File: src/rtl/fpga_avmm_write_master_pkg.sv
// Shared types and helpers for the FPGA-side Avalon-MM write master.
package fpga_avmm_write_master_pkg;

  typedef enum logic [0:0] {
    StIdle,
    StWrite
  } wm_state_e;

  function automatic int unsigned bytes_per_word(int unsigned data_w);
    return data_w / 8;
  endfunction

  // Byte address of the last word in the circular window.
  function automatic longint unsigned window_end_addr(longint unsigned base,
                                                     int unsigned     words,
                                                     int unsigned     bpw);
    return base + 64'(words - 1) * 64'(bpw);
  endfunction

endpackage

File: src/rtl/fpga_avmm_wm_fifo.sv
// Synchronous show-ahead FIFO with flush; full/empty come from registered pointers.
module fpga_avmm_wm_fifo #(
  parameter int unsigned WIDTH = 32,
  parameter int unsigned DEPTH = 4
) (
  input  logic             clk,
  input  logic             reset_n,
  input  logic             push,
  input  logic             pop,
  input  logic             flush,
  input  logic [WIDTH-1:0] wdata,
  output logic [WIDTH-1:0] rdata,
  output logic             full,
  output logic             empty
);

  localparam int unsigned PtrW = $clog2(DEPTH);

  logic [PtrW:0]      wptr_q, wptr_d, rptr_q, rptr_d;
  logic [WIDTH-1:0]   mem_q [DEPTH];
  logic               do_push, do_pop;

  assign full    = (wptr_q[PtrW] != rptr_q[PtrW]) && (wptr_q[PtrW-1:0] == rptr_q[PtrW-1:0]);
  assign empty   = (wptr_q == rptr_q);
  assign do_push = push && !full;
  assign do_pop  = pop && !empty;
  assign rdata   = mem_q[rptr_q[PtrW-1:0]];

  always_comb begin
    wptr_d = wptr_q;
    rptr_d = rptr_q;
    if (flush) begin
      wptr_d = '0;
      rptr_d = '0;
    end else begin
      if (do_push) wptr_d = wptr_q + (PtrW+1)'(1);
      if (do_pop)  rptr_d = rptr_q + (PtrW+1)'(1);
    end
  end

  always_ff @(posedge clk or negedge reset_n) begin
    if (!reset_n) begin
      wptr_q <= '0;
      rptr_q <= '0;
    end else begin
      wptr_q <= wptr_d;
      rptr_q <= rptr_d;
    end
  end

  always_ff @(posedge clk) begin
    if (do_push && !flush) mem_q[wptr_q[PtrW-1:0]] <= wdata;
  end

endmodule

File: src/rtl/fpga_avmm_write_master.sv
// Avalon-MM write master: buffers stream words and writes them to a circular address window.
// Optional statistics outputs (wr_count, stall_seen) are built when FPGA_AVMM_WM_STATS_EN is defined.
module fpga_avmm_write_master
  import fpga_avmm_write_master_pkg::*;
#(
  parameter int unsigned       DATA_W     = 32,
  parameter int unsigned       ADDR_W     = 16,
  parameter logic [ADDR_W-1:0] BASE_ADDR  = '0,
  parameter int unsigned       WORDS      = 16,
  parameter int unsigned       FIFO_DEPTH = 4
) (
  input  logic                clk,
  input  logic                reset_n,
  input  logic                enable,
  input  logic                clear,
  input  logic                in_valid,
  output logic                in_ready,
  input  logic [DATA_W-1:0]   in_data,
  output logic [ADDR_W-1:0]   avm_address,
  output logic                avm_write,
  output logic [DATA_W-1:0]   avm_writedata,
  output logic [DATA_W/8-1:0] avm_byteenable,
  input  logic                avm_waitrequest,
  output logic                busy,
  output logic                wrap
`ifdef FPGA_AVMM_WM_STATS_EN
  ,
  output logic [15:0]         wr_count,
  output logic                stall_seen
`endif
);

  localparam int unsigned       BytesPerWord = bytes_per_word(DATA_W);
  localparam logic [ADDR_W-1:0] AddrStep     = ADDR_W'(BytesPerWord);
  localparam logic [ADDR_W-1:0] EndAddr      =
      ADDR_W'(window_end_addr(64'(BASE_ADDR), WORDS, BytesPerWord));

  wm_state_e         state_q, state_d;
  logic              write_q, write_d;
  logic [DATA_W-1:0] data_q, data_d;
  logic [ADDR_W-1:0] addr_q, addr_d;
  logic              clear_pend_q, clear_pend_d;

  logic              fifo_push, fifo_pop, fifo_flush, fifo_full, fifo_empty;
  logic [DATA_W-1:0] fifo_rdata;
  logic              accept, at_end, clear_eff;

  assign in_ready  = !fifo_full;
  assign fifo_push = in_valid && !fifo_full && !clear;
  assign accept    = write_q && !avm_waitrequest;
  assign at_end    = (addr_q == EndAddr);
  // A clear seen while a write is stalled is held until that write is accepted.
  assign clear_eff = clear || clear_pend_q;

  fpga_avmm_wm_fifo #(
    .WIDTH (DATA_W),
    .DEPTH (FIFO_DEPTH)
  ) u_fifo (
    .clk     (clk),
    .reset_n (reset_n),
    .push    (fifo_push),
    .pop     (fifo_pop),
    .flush   (fifo_flush),
    .wdata   (in_data),
    .rdata   (fifo_rdata),
    .full    (fifo_full),
    .empty   (fifo_empty)
  );

  always_comb begin
    state_d      = state_q;
    write_d      = write_q;
    data_d       = data_q;
    addr_d       = addr_q;
    clear_pend_d = clear_pend_q;
    fifo_pop     = 1'b0;
    fifo_flush   = 1'b0;
    unique case (state_q)
      StIdle: begin
        if (clear) begin
          fifo_flush = 1'b1;
          addr_d     = BASE_ADDR;
        end else if (enable && !fifo_empty) begin
          fifo_pop = 1'b1;
          data_d   = fifo_rdata;
          write_d  = 1'b1;
          state_d  = StWrite;
        end
      end
      StWrite: begin
        if (!accept) begin
          if (clear) clear_pend_d = 1'b1;
        end else if (clear_eff) begin
          fifo_flush   = 1'b1;
          addr_d       = BASE_ADDR;
          write_d      = 1'b0;
          clear_pend_d = 1'b0;
          state_d      = StIdle;
        end else begin
          addr_d = at_end ? BASE_ADDR : addr_q + AddrStep;
          if (enable && !fifo_empty) begin
            fifo_pop = 1'b1;
            data_d   = fifo_rdata;
          end else begin
            write_d = 1'b0;
            state_d = StIdle;
          end
        end
      end
      default: state_d = StIdle;
    endcase
  end

  always_ff @(posedge clk or negedge reset_n) begin
    if (!reset_n) begin
      state_q      <= StIdle;
      write_q      <= 1'b0;
      data_q       <= '0;
      addr_q       <= BASE_ADDR;
      clear_pend_q <= 1'b0;
    end else begin
      state_q      <= state_d;
      write_q      <= write_d;
      data_q       <= data_d;
      addr_q       <= addr_d;
      clear_pend_q <= clear_pend_d;
    end
  end

  assign avm_address    = addr_q;
  assign avm_write      = write_q;
  assign avm_writedata  = data_q;
  assign avm_byteenable = '1;
  assign busy           = !fifo_empty || write_q;
  assign wrap           = accept && at_end;

`ifdef FPGA_AVMM_WM_STATS_EN
  logic [15:0] wr_count_q;
  logic        stall_seen_q;

  always_ff @(posedge clk or negedge reset_n) begin
    if (!reset_n) begin
      wr_count_q   <= '0;
      stall_seen_q <= 1'b0;
    end else if (clear) begin
      wr_count_q   <= '0;
      stall_seen_q <= 1'b0;
    end else begin
      if (accept && (wr_count_q != 16'hFFFF)) wr_count_q <= wr_count_q + 16'd1;
      if (write_q && avm_waitrequest) stall_seen_q <= 1'b1;
    end
  end

  assign wr_count   = wr_count_q;
  assign stall_seen = stall_seen_q;
`endif

endmodule

File: config.mk
export PLATFORM = sky130hd
export DESIGN_NAME = fpga_avmm_write_master
export DESIGN_NICKNAME = d
export VERILOG_FILES = /design/src/rtl/fpga_avmm_write_master_pkg.sv /design/src/rtl/fpga_avmm_wm_fifo.sv /design/src/rtl/fpga_avmm_write_master.sv
export SDC_FILE = /design/constraint.sdc
export NUM_CORES = 1
export LEC_CHECK = 0
export ABC_AREA = 1
export CAP_MARGIN = 20
export CORE_ASPECT_RATIO = 0.75
export CORE_MARGIN = 10
export CORE_UTILIZATION = 38
export DETAILED_ROUTE_END_ITERATION = 7
export GPL_TIMING_DRIVEN = 1
export PLACE_DENSITY = 0.57
export SLEW_MARGIN = 20
export SYNTH_ARGS = -nofsm -noshare
export SYNTH_HDL_FRONTEND = slang
export SYNTH_SLANG_ARGS = --single-unit
File: constraint.sdc
create_clock -name clk -period 3.5 [get_ports clk]
set_input_delay 0.7 -clock clk [delete_from_list [all_inputs] [get_ports clk]]
set_output_delay 0.7 -clock clk [all_outputs]
set_load 0.02 [all_outputs]
# Yosys cells after proc, flatten, opt, wreduce, memory -nomap -nowiden
# Memory sizes are Yosys's and may differ from the RTL's.
# Index checks and enable logic that the tools add are counted.
# word_totals
inputBits	38
latch_bits	0
regBits	57
out_inout_bits	56
rom_bits	0
wordCells	82
ram_bits	128
mem_count	1
# memory_table
memory	depth	width	read_ports	rd_ports_with_merged_regs	wr	line	source
u_fifo.mem_q	4	32	1	0	1	fpga_avmm_wm_fifo.sv:20	logic [WIDTH-1:0] mem_q [DEPTH];
# classes
eq_ne	11
n_div	0
shift	0
order_cmp	0
bitwise	1
n_addsub	3
multipliers	0
n_mux	36
n_reduce_logical	23
# ops
operator	n
32-bit 2-to-1 mux	4
16-bit 2-to-1 mux	4
32-bit one-hot mux with 2 select lines	1
16-bit one-hot mux with 2 select lines	1
1-bit 2-to-1 mux	18
16-bit by 3-bit adder with 16-bit output, second input constant	1
16-bit by 6-bit == test with 1-bit output, second input constant	1
3-bit 2-to-1 mux	4
1-bit logical AND	9
2-bit != test, second input constant	4
1-bit one-hot mux with 2 select lines	4
3-bit by 1-bit adder with 3-bit output, second input constant	2
3-bit AND reduction	2
2-bit nonzero test	3
1-bit logical NOT	5
2-bit by 1-bit != test with 1-bit output, second input constant	2
4-bit AND reduction	1
3-bit == test	1
3-bit != test, second input constant	1
2-bit == test	1
1-bit logical OR	2
2-bit AND reduction	1
1-bit != test	1
1-bit NOT	1

# Longest topological paths before layout
# logic_depth
depth_word	10
mapped_depth	10

# Hierarchy
# Synthesis repeated with hierarchy kept, for this count alone.
# unflattened
hier_cells	664
hier_area_um2	7623.6
# by_module_without_submodules
mod	cells_per_inst	seq_area_each_um2	n_inst	area_each_um2
fpga_avmm_wm_fifo	373	3993.8	1	5238.8
fpga_avmm_write_master	291	1226.2	1	2384.8

# Worst setup path after synthesis
# Ideal clock, no wire load.
# synth_path
path_kind	input to register
from	input port avm_waitrequest
to	memory u_fifo.mem_q[0][0] (enable)
path_slack_ns	0.284
stages	8
required_ns	3.079
arrival_time_ns	2.794
path_cell_list	inv_1 nand2_1 nand2_1 nand2_2 inv_2 nand2_2 nand3_2 nor2_1
# synth_via
elab_chain_len	8
# synth_rtl
item	line	source
start, declared	fpga_avmm_write_master.sv:23	input logic avm_waitrequest,
1-bit logical NOT	fpga_avmm_write_master.sv:50	assign accept = write_q && !avm_waitrequest;
1-bit logical AND	fpga_avmm_write_master.sv:50	
1-bit 2-to-1 mux	fpga_avmm_write_master.sv:91	if (!accept) begin
1-bit one-hot mux with 2 select lines	fpga_avmm_write_master.sv:78	unique case (state_q)
1-bit logical NOT	fpga_avmm_wm_fifo.sv:52	if (do_push && !flush) mem_q[wptr_q[PtrW-1:0]] <= wdata;
1-bit logical AND	fpga_avmm_wm_fifo.sv:52	
1-bit 2-to-1 mux	fpga_avmm_wm_fifo.sv:52	
1-bit 2-to-1 mux (not written as such)	fpga_avmm_wm_fifo.sv:52	
end, declared	fpga_avmm_wm_fifo.sv:20	
# No other way between the ends.

# Final worst setup path
# layout_path
from	register addr_q[2] (netlist: avm_address[2])
to	output port wrap
# layout_via
elab_chain_len	2
# layout_rtl
item	line	source
start, declared	fpga_avmm_write_master.sv:41	logic [ADDR_W-1:0] addr_q, addr_d;
start signal, assigned	fpga_avmm_write_master.sv:125	addr_q <= addr_d;
16-bit by 6-bit == test with 1-bit output	fpga_avmm_write_master.sv:51	assign at_end = (addr_q == EndAddr);
1-bit logical AND	fpga_avmm_write_master.sv:135	assign wrap = accept && at_end;
end, declared	fpga_avmm_write_master.sv:25	output logic wrap
# No other way between the ends.

==> impl_metrics.toml <==
[run_status]
status = "completed"

[synth]
synth_seq_cells = 183
avgSynthCellArea_um2 = 11.1
seq_area_frac_synth = 0.695
yosysTopAreaCellShare = 0.512
synthAdderAreaFrac = 0.0100
post-synth-top-count-cell = "nor2_1"
synth_xor_area_frac = 0.00933
synth_top_family_by_area = "simple AND/OR/NAND/NOR gates"
synth_top_area_cell = "edfxtp_1"
synthMuxAreaShare = 0
yosys_warnings = 0
synth_common_cells = "nor2_1, edfxtp_1, o21ai_0, nand2_1, inv_1"
synth-simple-area-share = 0.134
synth-compound-area-share = 0.0935
yosysUniqueCellTypes = 30
synth_flop_cell = "edfxtp_1"
synth-edff-count = 128
async_flop_share = 0.301
synth_area_leaders = "edfxtp_1, dfrtp_1, o21ai_0"
synthesis.instances = 679
synth_area_mm2 = 0.00751

[timing]
max-slew-margin-rel = 0.548
maxSlewViolCount = 0
rsz0062_at_grt = "no"
setup_viol = 0
tns_ps = 0
fin_skew_ps = 8.21
fmax_mhz = 350
finalHoldViolCount = 0
period_share = 0.816
period_needed_ps = 2850
tightest_slew_ps = 679

[routing]
first_pass_iters = 5
wl_per_cell_um = 15.3
vias = 4918
wirelength_um = 15800
avgViaCountPerCell = 4.76
drc = 0
drtIter0Drc = 384
ant_nets = 0

[setup_path]
endpoint = "wrap"
rr_worst_depth = 7
worstPathArrival_ps = 2150
crit_slowest_cell = "clkdlybuf4s50_1"
crit_required_ps = 2800
crit_path_end_kind = "output pin"
worstSetupPathType = "reg -> out"
worstReg2RegStart = "u_fifo.rptr_q[0]"
crit_path_start_kind = "flip-flop"
slowest_delay_ps = 610
crit_chain = "ha_1 > nand3_1 > nor2_1 > nand3_1 > nor2_1 > clkdlybuf4s50_1"
r2r_slack_ps = 1200
reg2reg_to = "avm_writedata[3]"
critical_path.max_fanout = 5
startpoint = "avm_address[2]"

[die]
io_pins = 94
rows = 44
dieWidth_um = 182
dieArea_mm2 = 0.0258
die_y_um = 142
core_area_mm2 = 0.0194
initial_core_util = 0.388

[grt]
grt_pass1_vias = 4977
grtUsageMet3 = 0.0419
grtUsageTotal = 0.125
grt_remaining_overflow = 0
antenna_found_initial = 1
grt_pass1_wl_um = 25900
use_met1 = 0.169
top_usage_layer = "met2"
use_met2 = 0.186
grt_max_degree = 69

[clock_tree]
numCtsBuffers = 17
postCtsSetupRepairBufs = 0
cts_num_sinks = 183
clock_path_buffers = 2
hold_buffers = 0
cts_tree = "built"
root_buffer = "clkbuf_16"
clk_pin_slew_ps = 60
clk_latency_ps = 420
htree_levels = 4
ctsResizeCount = 0

[pwr]
power_leakage_nw = 3.62
power_mw = 6.52
power_density_mw_per_mm2 = 705
ir_worst_vdd_mv = 0.388

[worst_hold_path]
hp-class = "in -> async"

[layout]
nNetsFinal = 812
n_antenna_cell = 0
fillers = 1733
area_delta_synth_final_pct = 23.1
drive_gt1_frac = 0.0679

[run]
maxCapViolCount = 0

[placement]
dp_hpwl_um = 10400
gp_routability_congestion = 0.838
io_buffers = 87
[where the power goes]
part	internal, mW	switching (mW)	total, mW
Sequential	2.62	0.142	2.76
Clock	1.13	0.759	1.89
Combinational	0.700	1.16	1.86
Total	4.46	2.06	6.52
[routing by layer]
metal,vias to the layer above,wire [um]
met2,131,6890
met3,16,1080
met1,2310,7670
met5,-,17
li1,2459,-
met4,2,165
[layout by cell type, fill, tap and decap left out, types with 5 or more instances in the layout]
cell / count
dfrtp_1: 53
nor2_4: 5
nand3_1: 20
conb_1: 6
nor2_1: 127
clkdlybuf4s50_1: 86
o21ai_0: 119
inv_1: 62
nand2_1: 77
edfxtp_1: 128
ha_1: 6
clkbuf_16: 17
nand4_1: 7
o21ai_1: 15
buf_4: 10
[worst max-delay path, delay by kind of cell, from the launching register on]
| kind | cells | cell delay (ps) |
|---|---|---|
| AND/OR/NAND/NOR | 4 | 470 |
| flip-flops | 1 | 430 |
| buffers and inverters | 1 | 610 |
| adder cells (fa/ha/maj) | 1 | 230 |
[registers in the layout, indices dropped and copies added, names as in the netlist]
name and cells:
u_fifo.wptr_q 3, avm_address 14, state_q 1, avm_write 1, u_fifo.mem_q 128, u_fifo.rptr_q 3, avm_writedata 32, clear_pend_q 1
[worst min path at each step]
stage | from | to | slack, ps | depth (start not counted)
after detailed placement | avm_writedata[17] | avm_writedata[17] | 470 | 2
after floorplan | reset_n | avm_address[10] | 400 | 0
after CTS | reset_n | avm_address[5] | 310 | 1
after global placement | avm_writedata[22] | avm_writedata[22] | 460 | 2
final | reset_n | avm_address[5] | 290 | 1
after global routing | reset_n | avm_address[6] | 350 | 1
[per-stage QoR]
step / instances / worst slack [ps] / area [um2] / util / hold slack [ps]
6_report: 1034 / 645 / 9240 / 0.477 / 291
5_1_grt: 1034 / 491 / 9240 / 0.477 / 350
4_1_cts: 1033 / 608 / 9220 / 0.476 / 311
3_5_place_dp: 1001 / 453 / 8640 / 0.446 / 473
3_3_place_gp: 1001 / 532 / 8640 / 0.446 / 464
2_1_floorplan: 683 / 284 / 7530 / - / 404
[kinds of logic after synthesis]
| kind of cell | count (synthesis) |
|---|---|
| AOI/OAI and AO/OA | 138 |
| other | 2 |
| and+or+nand+nor | 245 |
| adders and majority gates | 6 |
| DFF | 183 |
| buffers and inverters | 97 |
| xor gates and xnor gates | 8 |
[area by class of cell]
class / count / area, um2 / area share
sequential: 183 / 5220 / 0.565
inverter: 64 / 240 / 0.0260
clock inverter: 10 / 126 / 0.0137
timing repair buffer: 99 / 981 / 0.106
tap: 253 / 317 / 0.0342
multi-input combinational: 403 / 1900 / 0.206
clock buffer: 22 / 454 / 0.0491
(Power assumes the default switching activity.)
